$ cat config.mk
export PLATFORM = sky130hd
export DESIGN_NAME = pixel_frame_streamer
export DESIGN_NICKNAME = d
export VERILOG_FILES = /design/src/rtl/pixel_frame_streamer.sv
export SDC_FILE = /design/constraint.sdc
export NUM_CORES = 1
export LEC_CHECK = 0
export ABC_AREA = 1
export BUFFER_PORTS_ARGS = -buffer_cell sky130_fd_sc_hd__clkbuf_2
export CAP_MARGIN = 20
export CORE_MARGIN = 5
export CORE_UTILIZATION = 35
export DETAILED_ROUTE_END_ITERATION = 10
export PLACE_DENSITY = 0.59
export SYNTH_ARGS = -nofsm -noshare
export SYNTH_HDL_FRONTEND = slang
export SYNTH_SLANG_ARGS = --single-unit
$ cat constraint.sdc
create_clock -name clk -period 1.75 [get_ports clk]
set_input_delay 0 -clock clk [delete_from_list [all_inputs] [get_ports clk]]
set_output_delay 0 -clock clk [all_outputs]
set_load 0.05 [all_outputs]
$ cat src/rtl/pixel_frame_streamer.sv
// -----------------------------------------------------------------------------
// pixel_frame_streamer
//
// Upstream feeder for the pixel UART serialiser. A single-cycle start pulse in
// IDLE makes the block present a two-word sync header (SYNC0, SYNC1), then read
// every pixel of one frame from the frame-buffer RAM in raster order. Each
// pixel is offered to the serialiser over a valid/ready handshake. A one-cycle
// frame_done pulse tells the capture side that the buffer may be released.
//
// Optional feature (compile-time macro PIXEL_FRAME_STREAMER_CHECKSUM_EN):
//   Adds a PIXEL_W-bit running sum of all transferred pixels (headers
//   excluded). A trailer word carrying the sum follows the last pixel, and
//   frame_done pulses after the trailer has been accepted.
//
// Ports:
//   clk        in   system clock
//   rst        in   asynchronous, active-high reset
//   start      in   single-cycle request to stream one frame (IDLE only)
//   busy       out  high from the cycle after start is accepted until frame_done
//   frame_done out  one-cycle pulse after the final word is accepted
//   rd_addr    out  frame-buffer read address
//   rd_en      out  frame-buffer read strobe (one per pixel)
//   rd_data    in   frame-buffer data, valid one cycle after rd_en
//   pixel_out  out  word presented to the serialiser
//   valid_out  out  pixel_out is valid
//   ready_in   in   serialiser can accept a word
//
// All outputs come straight from flops. The frame-buffer must hold at least
// IMG_W*IMG_H words, so 2**ADDR_W >= IMG_W*IMG_H is required.
// -----------------------------------------------------------------------------
module pixel_frame_streamer #(
  parameter int                  IMG_W   = 320,
  parameter int                  IMG_H   = 240,
  parameter int                  ADDR_W  = 17,
  parameter int                  PIXEL_W = 12,
  parameter logic [PIXEL_W-1:0]  SYNC0   = 12'hA5A,
  parameter logic [PIXEL_W-1:0]  SYNC1   = 12'h5A5
) (
  input  logic               clk,
  input  logic               rst,
  input  logic               start,
  output logic               busy,
  output logic               frame_done,
  output logic [ADDR_W-1:0]  rd_addr,
  output logic               rd_en,
  input  logic [PIXEL_W-1:0] rd_data,
  output logic [PIXEL_W-1:0] pixel_out,
  output logic               valid_out,
  input  logic               ready_in
);

  // State encoding
  localparam logic [2:0] ST_IDLE    = 3'd0;
  localparam logic [2:0] ST_SYNC_A  = 3'd1;
  localparam logic [2:0] ST_SYNC_B  = 3'd2;
  localparam logic [2:0] ST_FETCH   = 3'd3;
  localparam logic [2:0] ST_CAPTURE = 3'd4;
  localparam logic [2:0] ST_SEND    = 3'd5;
  localparam logic [2:0] ST_DONE    = 3'd6;
`ifdef PIXEL_FRAME_STREAMER_CHECKSUM_EN
  localparam logic [2:0] ST_TRAILER = 3'd7;
`endif

  // Index of the final pixel of a frame; the counter never moves past it.
  localparam logic [ADDR_W-1:0] LAST_IDX = ADDR_W'(IMG_W * IMG_H - 1);
  localparam logic [ADDR_W-1:0] ADDR_ONE = ADDR_W'(1);
  localparam logic [ADDR_W-1:0] ADDR_ZERO = ADDR_W'(0);

  logic [2:0]          state_q,      state_d;
  logic [ADDR_W-1:0]   counter_q,    counter_d;
  logic                busy_q,       busy_d;
  logic                frame_done_q, frame_done_d;
  logic [ADDR_W-1:0]   rd_addr_q,    rd_addr_d;
  logic                rd_en_q,      rd_en_d;
  logic [PIXEL_W-1:0]  pixel_out_q,  pixel_out_d;
  logic                valid_out_q,  valid_out_d;
  logic                xfer;

`ifdef PIXEL_FRAME_STREAMER_CHECKSUM_EN
  logic [PIXEL_W-1:0]  csum_q,       csum_d;

  // Modulo-2^PIXEL_W accumulation of one pixel into the running checksum.
  function automatic logic [PIXEL_W-1:0] csum_add(input logic [PIXEL_W-1:0] acc,
                                                  input logic [PIXEL_W-1:0] pix);
    csum_add = acc + pix;
  endfunction
`endif

  // A word is handed over on an edge where the registered valid meets ready.
  assign xfer = valid_out_q & ready_in;

  // Next-state and next-output computation; outputs are set up one cycle
  // ahead so that every port is driven straight from a flop.
  always_comb begin
    state_d      = state_q;
    counter_d    = counter_q;
    busy_d       = busy_q;
    frame_done_d = 1'b0;
    rd_addr_d    = rd_addr_q;
    rd_en_d      = 1'b0;
    pixel_out_d  = pixel_out_q;
    valid_out_d  = valid_out_q;
`ifdef PIXEL_FRAME_STREAMER_CHECKSUM_EN
    csum_d       = csum_q;
`endif

    case (state_q)
      ST_IDLE: begin
        counter_d = ADDR_ZERO;
`ifdef PIXEL_FRAME_STREAMER_CHECKSUM_EN
        csum_d    = {PIXEL_W{1'b0}};
`endif
        // frame_done_q is only high in IDLE right after a trailer; a start
        // coinciding with that pulse must be dropped.
        if (start && !frame_done_q) begin
          state_d     = ST_SYNC_A;
          busy_d      = 1'b1;
          valid_out_d = 1'b1;
          pixel_out_d = SYNC0;
        end else begin
          state_d     = ST_IDLE;
          valid_out_d = 1'b0;
        end
      end

      ST_SYNC_A: begin
        if (xfer) begin
          state_d     = ST_SYNC_B;
          pixel_out_d = SYNC1;
        end else begin
          state_d     = ST_SYNC_A;
        end
      end

      ST_SYNC_B: begin
        if (xfer) begin
          state_d     = ST_FETCH;
          valid_out_d = 1'b0;
          rd_en_d     = 1'b1;
          rd_addr_d   = counter_q;
        end else begin
          state_d     = ST_SYNC_B;
        end
      end

      ST_FETCH: begin
        // The read strobe is live during this cycle; data lands in CAPTURE.
        state_d = ST_CAPTURE;
      end

      ST_CAPTURE: begin
        state_d     = ST_SEND;
        pixel_out_d = rd_data;
        valid_out_d = 1'b1;
      end

      ST_SEND: begin
        if (xfer) begin
          valid_out_d = 1'b0;
`ifdef PIXEL_FRAME_STREAMER_CHECKSUM_EN
          csum_d      = csum_add(csum_q, pixel_out_q);
`endif
          if (counter_q == LAST_IDX) begin
            state_d      = ST_DONE;
`ifdef PIXEL_FRAME_STREAMER_CHECKSUM_EN
            frame_done_d = 1'b0;
            busy_d       = 1'b1;
`else
            frame_done_d = 1'b1;
            busy_d       = 1'b0;
`endif
          end else begin
            state_d   = ST_FETCH;
            counter_d = counter_q + ADDR_ONE;
            rd_en_d   = 1'b1;
            rd_addr_d = counter_q + ADDR_ONE;
          end
        end else begin
          state_d = ST_SEND;
        end
      end

      ST_DONE: begin
        counter_d = ADDR_ZERO;
`ifdef PIXEL_FRAME_STREAMER_CHECKSUM_EN
        // The running sum already includes the last pixel at this point.
        state_d     = ST_TRAILER;
        valid_out_d = 1'b1;
        pixel_out_d = csum_q;
`else
        state_d     = ST_IDLE;
`endif
      end

`ifdef PIXEL_FRAME_STREAMER_CHECKSUM_EN
      ST_TRAILER: begin
        if (xfer) begin
          state_d      = ST_IDLE;
          valid_out_d  = 1'b0;
          busy_d       = 1'b0;
          frame_done_d = 1'b1;
        end else begin
          state_d      = ST_TRAILER;
        end
      end
`endif

      default: begin
        // Unreachable encodings fall back to a quiet IDLE.
        state_d      = ST_IDLE;
        counter_d    = ADDR_ZERO;
        busy_d       = 1'b0;
        valid_out_d  = 1'b0;
        frame_done_d = 1'b0;
        rd_en_d      = 1'b0;
      end
    endcase
  end

  // State and output registers with asynchronous reset.
  always_ff @(posedge clk or posedge rst) begin
    if (rst) begin
      state_q      <= ST_IDLE;
      counter_q    <= ADDR_ZERO;
      busy_q       <= 1'b0;
      frame_done_q <= 1'b0;
      rd_addr_q    <= ADDR_ZERO;
      rd_en_q      <= 1'b0;
      pixel_out_q  <= {PIXEL_W{1'b0}};
      valid_out_q  <= 1'b0;
    end else begin
      state_q      <= state_d;
      counter_q    <= counter_d;
      busy_q       <= busy_d;
      frame_done_q <= frame_done_d;
      rd_addr_q    <= rd_addr_d;
      rd_en_q      <= rd_en_d;
      pixel_out_q  <= pixel_out_d;
      valid_out_q  <= valid_out_d;
    end
  end

`ifdef PIXEL_FRAME_STREAMER_CHECKSUM_EN
  // Checksum accumulator register.
  always_ff @(posedge clk or posedge rst) begin
    if (rst) begin
      csum_q <= {PIXEL_W{1'b0}};
    end else begin
      csum_q <= csum_d;
    end
  end
`endif

  assign busy       = busy_q;
  assign frame_done = frame_done_q;
  assign rd_addr    = rd_addr_q;
  assign rd_en      = rd_en_q;
  assign pixel_out  = pixel_out_q;
  assign valid_out  = valid_out_q;

endmodule
==> metrics.txt, run 1 <==
most common cell after layout, fill and taps aside nand2_1; CTS tree built; Lkg Pwr 1.91 nW; Req. time, crit path 1.94 ns; I/O Buffers 48; Worst Setup Start Kind register; ys flop type dfrtp_1; peak fanout along the critical path 9; Worst Setup Path Type reg -> reg; Sinks on Clock Net 53; Yosys warning count 0; Worst-path clk slew 0.10 ns; CP arrival 1.87 ns; via count 2,715; row count 33; max-slew headroom at the worst pin 54.1%; register area 0.00133 sq mm; First-pass DRT Iterations 4; number of top-level pins 49; first-pass GRT wire length 11,400 microns; top cells by area, synth dfrtp_1, nand2_1, nand3_1; total CTS buffers 5; Critical Path End Type register; Layout area overhead 24.4%; Fill cells 864; PwrDens 1560 mW/mm^2; chip height 102 microns; DP Wirelength 4950 microns; synth unique cells 31; remaining global-route overflow 0; most frequent cells in the layout nand2_1, dfrtp_1, nand3_1, clkbuf_2, inv_1; Finished Layout Cells 561; count of state elements after synthesis 53; die area 0.0105 sq mm; Antenna Nets Post-Route 0; WL final 6980 microns; outcome finished, final reports clean; Mapped Cells 390; Max-Cap Viols 0; Ant. Diodes 0; maximum number of pins on one net before global-route repair 54; Post-synth EDFFs 0; peak supply drop 0.558 mV; die width 102 microns; syn_nets 408; Tightest Pin Transition 0.688 ns; Clock Latency Late Sink 0.31 ns; all-layer global routing usage 13.4%; clock root cell clkbuf_8; final critical-path required period 1.68 ns; share of layout cells above drive strength 1 29.2%; RSZ-0062 raised after global routing yes; cell taking the most area after synthesis dfrtp_1; Final Cycle Share 95.9%; final number of hold-violating endpoints 0; fmax 0.596 GHz; ys async rst share 100%; via/cell ratio 4.84; Final Max Slew Viols 0; initial antenna violation count 0; Clock Skew 0.00266 ns; Max clock buf depth 2; wire length per cell 12.4 microns; Layout Utilization 45.0%; Starting Density 36.2%; Hold Crit Class in -> reg; number of global-route vias before repair 2,499; # H-tree levels 2; Placer Congestion 0.878; DRC Markers 0; synthesized area per cell 7.66 sq um; multi-input combinational cell area 0.00151 sq mm; core area 0.00826 sq mm; sequential share of the synthesized area 44.4%; 1st-iter DRT viols 160; Placed Instances 541; Post-Syn Area 0.00299 sq mm; Setup Viol. Count Final 0; nets 473; Synth top area share 44.4%
[sequential cells by signal (all words and copies together), names as in the netlist]
name,flops
frame_done,1
state_q,3
counter_q,17
busy,1
valid_out,1
rd_addr,17
rd_en,1
pixel_out,12
[cell type report]
class	count	area share, %
clock inverters	3	0.471
well taps	105	3.53
clock buffers	5	1.85
inverters	26	2.89
repair buffers	74	15.0
flip-flops and latches	53	35.7
multi-input cells	295	40.6
[metal layers]
metal | vias to the layer above | share of wire, % | track usage (%)
met1 | 1250 | 47 | 18.5
met4 | 0 | 1.6 | 4.24
li1 | 1396 | - | -
met5 | - | 0 | 0
met2 | 57 | 47 | 21.3
met3 | 12 | 4.6 | 2.32
[synthesized netlist by cell type (5+ instances only)]
cell type and instances:
buf_6 5, nand4_1 5, inv_1 22, dfrtp_1 53, a21oi_1 5, nand2_2 7, nand3_1 50, o21ai_2 14
buf_2 6, o21ai_0 17, nor2_1 20, nand2_1 152
[critical path, stage by stage, from the launching register on]
cell and delay (ns):
dfrtp_2 0.46, clkinv_2 0.15, nand3_4 0.17, nand2_4 0.10
a21oi_2 0.16, nand3_4 0.19, clkbuf_16 0.22, nand2_1 0.06
o21ai_2 0.05
[final timing paths]
check	startpoint	end	slack, ns	depth (start not counted)
max	state_q[2]	counter_q[2]	0.07	8
min	rd_data[7]	pixel_out[7]	0.02	5
max reg2reg	state_q[2]	counter_q[2]	0.07	8
min reg2reg	pixel_out[10]	pixel_out[10]	0.48	2
max in group asynchronous	rst	state_q[2]	0.85	4
min in group asynchronous	rst	rd_addr[10]	0.41	4
[where the power goes]
group | internal, W | total [W] | leakage, nW | switching [W]
Combinational | 0.00126 | 0.00348 | 1.16 | 0.00222
Sequential | 0.00147 | 0.00164 | 0.708 | 0.000171
Clock | 0.000277 | 0.000693 | 0.0439 | 0.000416
Total | 0.00301 | 0.00582 | 1.91 | 0.00281
[logic make-up after synthesis]
group,after synthesis,synth area share (%)
AND/OR/NAND/NOR,246,37.0
flip-flops,53,44.4
AO/OA/AOI/OAI,47,10.5
buffers and inverters,42,7.28
adder cells (fa/ha/maj),2,0.837
[stage by stage]
stage | setup TNS [ns] | worst slack [ns] | hold slack, ns | power (W) | cell area (sq um)
after floorplan | 0 | 0.140 | 0.243 | 0.00395 | 2990
after global placement | -0.0555 | -0.0126 | 0.215 | 0.00460 | 3390
after detailed placement | -0.574 | -0.0594 | 0.227 | 0.00462 | 3390
after CTS | 0 | 0.0366 | 0.00916 | 0.00537 | 3500
after global routing | -0.319 | -0.0276 | 0.0463 | 0.00624 | 3720
final | 0 | 0.0721 | 0.0218 | 0.00582 | 3720
[repair_timing]
action | 4_1_cts | 5_1_grt
hold buffers | 1 | 0
resized for setup | 2 | 20
endpoints found under the setup margin | 15 | 45
setup buffers | 1 | 6
cloned | 0 | 4
endpoints found under the hold margin | 53 | 0
pin swaps | 0 | 7
(Power assumes the default switching activity.)
==> run 2, diff against run 1 <==
REMOVE_ABC_BUFFERS = 1   (was not set)
==> run 2 against run 1 <==
  * Cell count grew 1.8%
  * Critical endpoint unchanged
  * Sequential power is essentially flat
  * Total power shrank 0.10%
  * Worst hold slack gained 0.0080 ns
  * Utilization grew 1.1 points
  * Largest power group unchanged
  * Sequential cell count is the same
==> metrics.txt, run 2 (synthesis results as in run 1) <==
Req. time, crit path 1.94 ns; internal power 0.00298 W; Setup Viol. Count Final 0; nets 483; Worst-path clk slew 0.09 ns; Max-Cap Viols 0; Worst Setup Start Kind register; CP arrival 1.88 ns; clock group share of total power 11.6%; CTS tree built; met1 Use GR 18.7%; all-layer global routing usage 14.6%; switching pwr 0.00283 W; Bufs and invs on worst path 1; clock root cell clkbuf_8; die width 102 microns; share of layout cells above drive strength 1 30.3%; number of top-level pins 49; DRC Markers 0; peak supply drop 0.546 mV; Ant. Diodes 0; final number of hold-violating endpoints 0; via/cell ratio 4.92; multi-input combinational cell area 0.00156 sq mm; slowest CP cell dfrtp_1; peak fanout along the critical path 7; maximum number of pins on one net before global-route repair 31; most common cell after layout, fill and taps aside nand2_1; Sinks on Clock Net 53; Max stage delay on crit path 0.42 ns; pre-CTS WS 0.00474 ns; final setup margin 0.0555 ns; Layout area overhead 27.4%; Sw Ratio 48.8%; Placer Congestion 0.913; row count 33; total CTS buffers 5; Fill cells 841; met3 Use GR 2.53%; die area 0.0105 sq mm; Final Max Slew Viols 0; Tightest Pin Transition 0.551 ns; WL final 7670 microns; cell count of the worst reg-to-reg path 9; Crit. path cell count 9; Max clock buf depth 2; 1st-iter DRT viols 117; First-pass DRT Iterations 4; Starting Density 36.2%; Final TNS setup 0 ns; I/O Buffers 48; max-slew headroom at the worst pin 63.2%; most frequent cells in the layout nand2_1, dfrtp_1, nand3_1, clkbuf_2, buf_4; first-pass GRT wire length 12,400 microns; fmax 0.590 GHz; Clock Latency Late Sink 0.31 ns; number of global-route vias before repair 2,679; chip height 102 microns; initial antenna violation count 0; DP Wirelength 5550 microns; final critical-path required period 1.69 ns; Clock Skew 0.00847 ns; remaining global-route overflow 0; Top delay family on crit path simple AND/OR/NAND/NOR gates; wire length per cell 13.4 microns; RSZ-0062 raised after global routing yes; Antenna Nets Post-Route 0; Hold Crit Depth 5; outcome finished, final reports clean; via count 2,810; worst-path cell chain ha_4, nand2_4, nor2_4, nand2_4, nor2_4, nand3_4, nand3_4, clkbuf_16, o21ai_2; core area 0.00826 sq mm; # H-tree levels 2; sequential fraction of design power 28.5%; Critical Path End Type register; register area 0.00133 sq mm; Hold Crit Class in -> reg; Worst Setup Path Type reg -> reg; met2 Use GR 25.7%; most crowded layer after global routing met2; Layout Utilization 46.1%; Final Cycle Share 96.8%; Comb power frac 60.0%; PwrDens 1530 mW/mm^2; Lkg Pwr 1.96 nW
## run 2: cell count changes in the layout (fill, tap and decap cells not counted), moves of 2 or more
cell,delta
clkinv_2,-3
nand2_4,+3
nand2_2,-2
buf_4,+10
clkbuf_1,+3
nor2_1,-2
## run 2: through the flow
step	hold WS (ns)	total power (W)	cells	area, sq um
final	0.0298	0.00581	571	3810
after global routing	0.0446	0.00619	571	3810
after CTS	0.0261	0.00552	559	3570
after detailed placement	0.0711	0.00472	549	3460
after global placement	0.0621	0.00467	549	3460
after floorplan	0.244	0.00368	374	2870
## run 2: metal layers
layer,share of wire (%),routed length (microns)
met3,5.0,385
met4,0.85,65
met2,50,3830
met5,0,0
met1,44,3390
## run 2: final timing paths
path | startpoint | endpoint | slack (ns)
min in group asynchronous | rst | rd_en | 0.27
worst max-delay path | counter_q[1] | counter_q[2] | 0.06
worst min-delay path | rd_data[9] | pixel_out[9] | 0.03
worst min register to register | pixel_out[11] | pixel_out[11] | 0.48
worst max register to register | counter_q[1] | counter_q[2] | 0.06
max in group asynchronous | rst | counter_q[0] | 0.90
## run 2: cell type report
cell class,instances,area share (%)
Multi-Input combinational cell,296,40.8
Sequential cell,53,34.9
Timing Repair Buffer,83,15.9
Tap cell,105,3.45
Inverter,26,2.79
Clock buffer,8,2.10
## run 2: power by group through the flow
stage	Combinational, W	Sequential (W)	Clock [W]
5_1_grt	0.00376	0.00168	0.000750
6_report	0.00348	0.00165	0.000671
3_5_place_dp	0.00305	0.00168	0
2_1_floorplan	0.00139	0.00229	0
3_3_place_gp	0.00300	0.00166	0
4_1_cts	0.00317	0.00165	0.000706
## run 2: repair_timing
item | 4_1_cts | 5_1_grt
hold buffers | 1 | 0
endpoints found under the setup margin | 11 | 47
gates resized for setup | 0 | 28
pin swaps | 0 | 6
endpoints found under the hold margin | 23 | 0
buffers inserted | 1 | 9
cloned | 0 | 3
## run 2: worst reg2reg max path, stage by stage (launching register included)
cell,delay [ns]
dfrtp_1,0.42
ha_4,0.17
nand2_4,0.07
nor2_4,0.12
nand2_4,0.07
nor2_4,0.13
nand3_4,0.14
nand3_4,0.21
clkbuf_16,0.20
o21ai_2,0.05
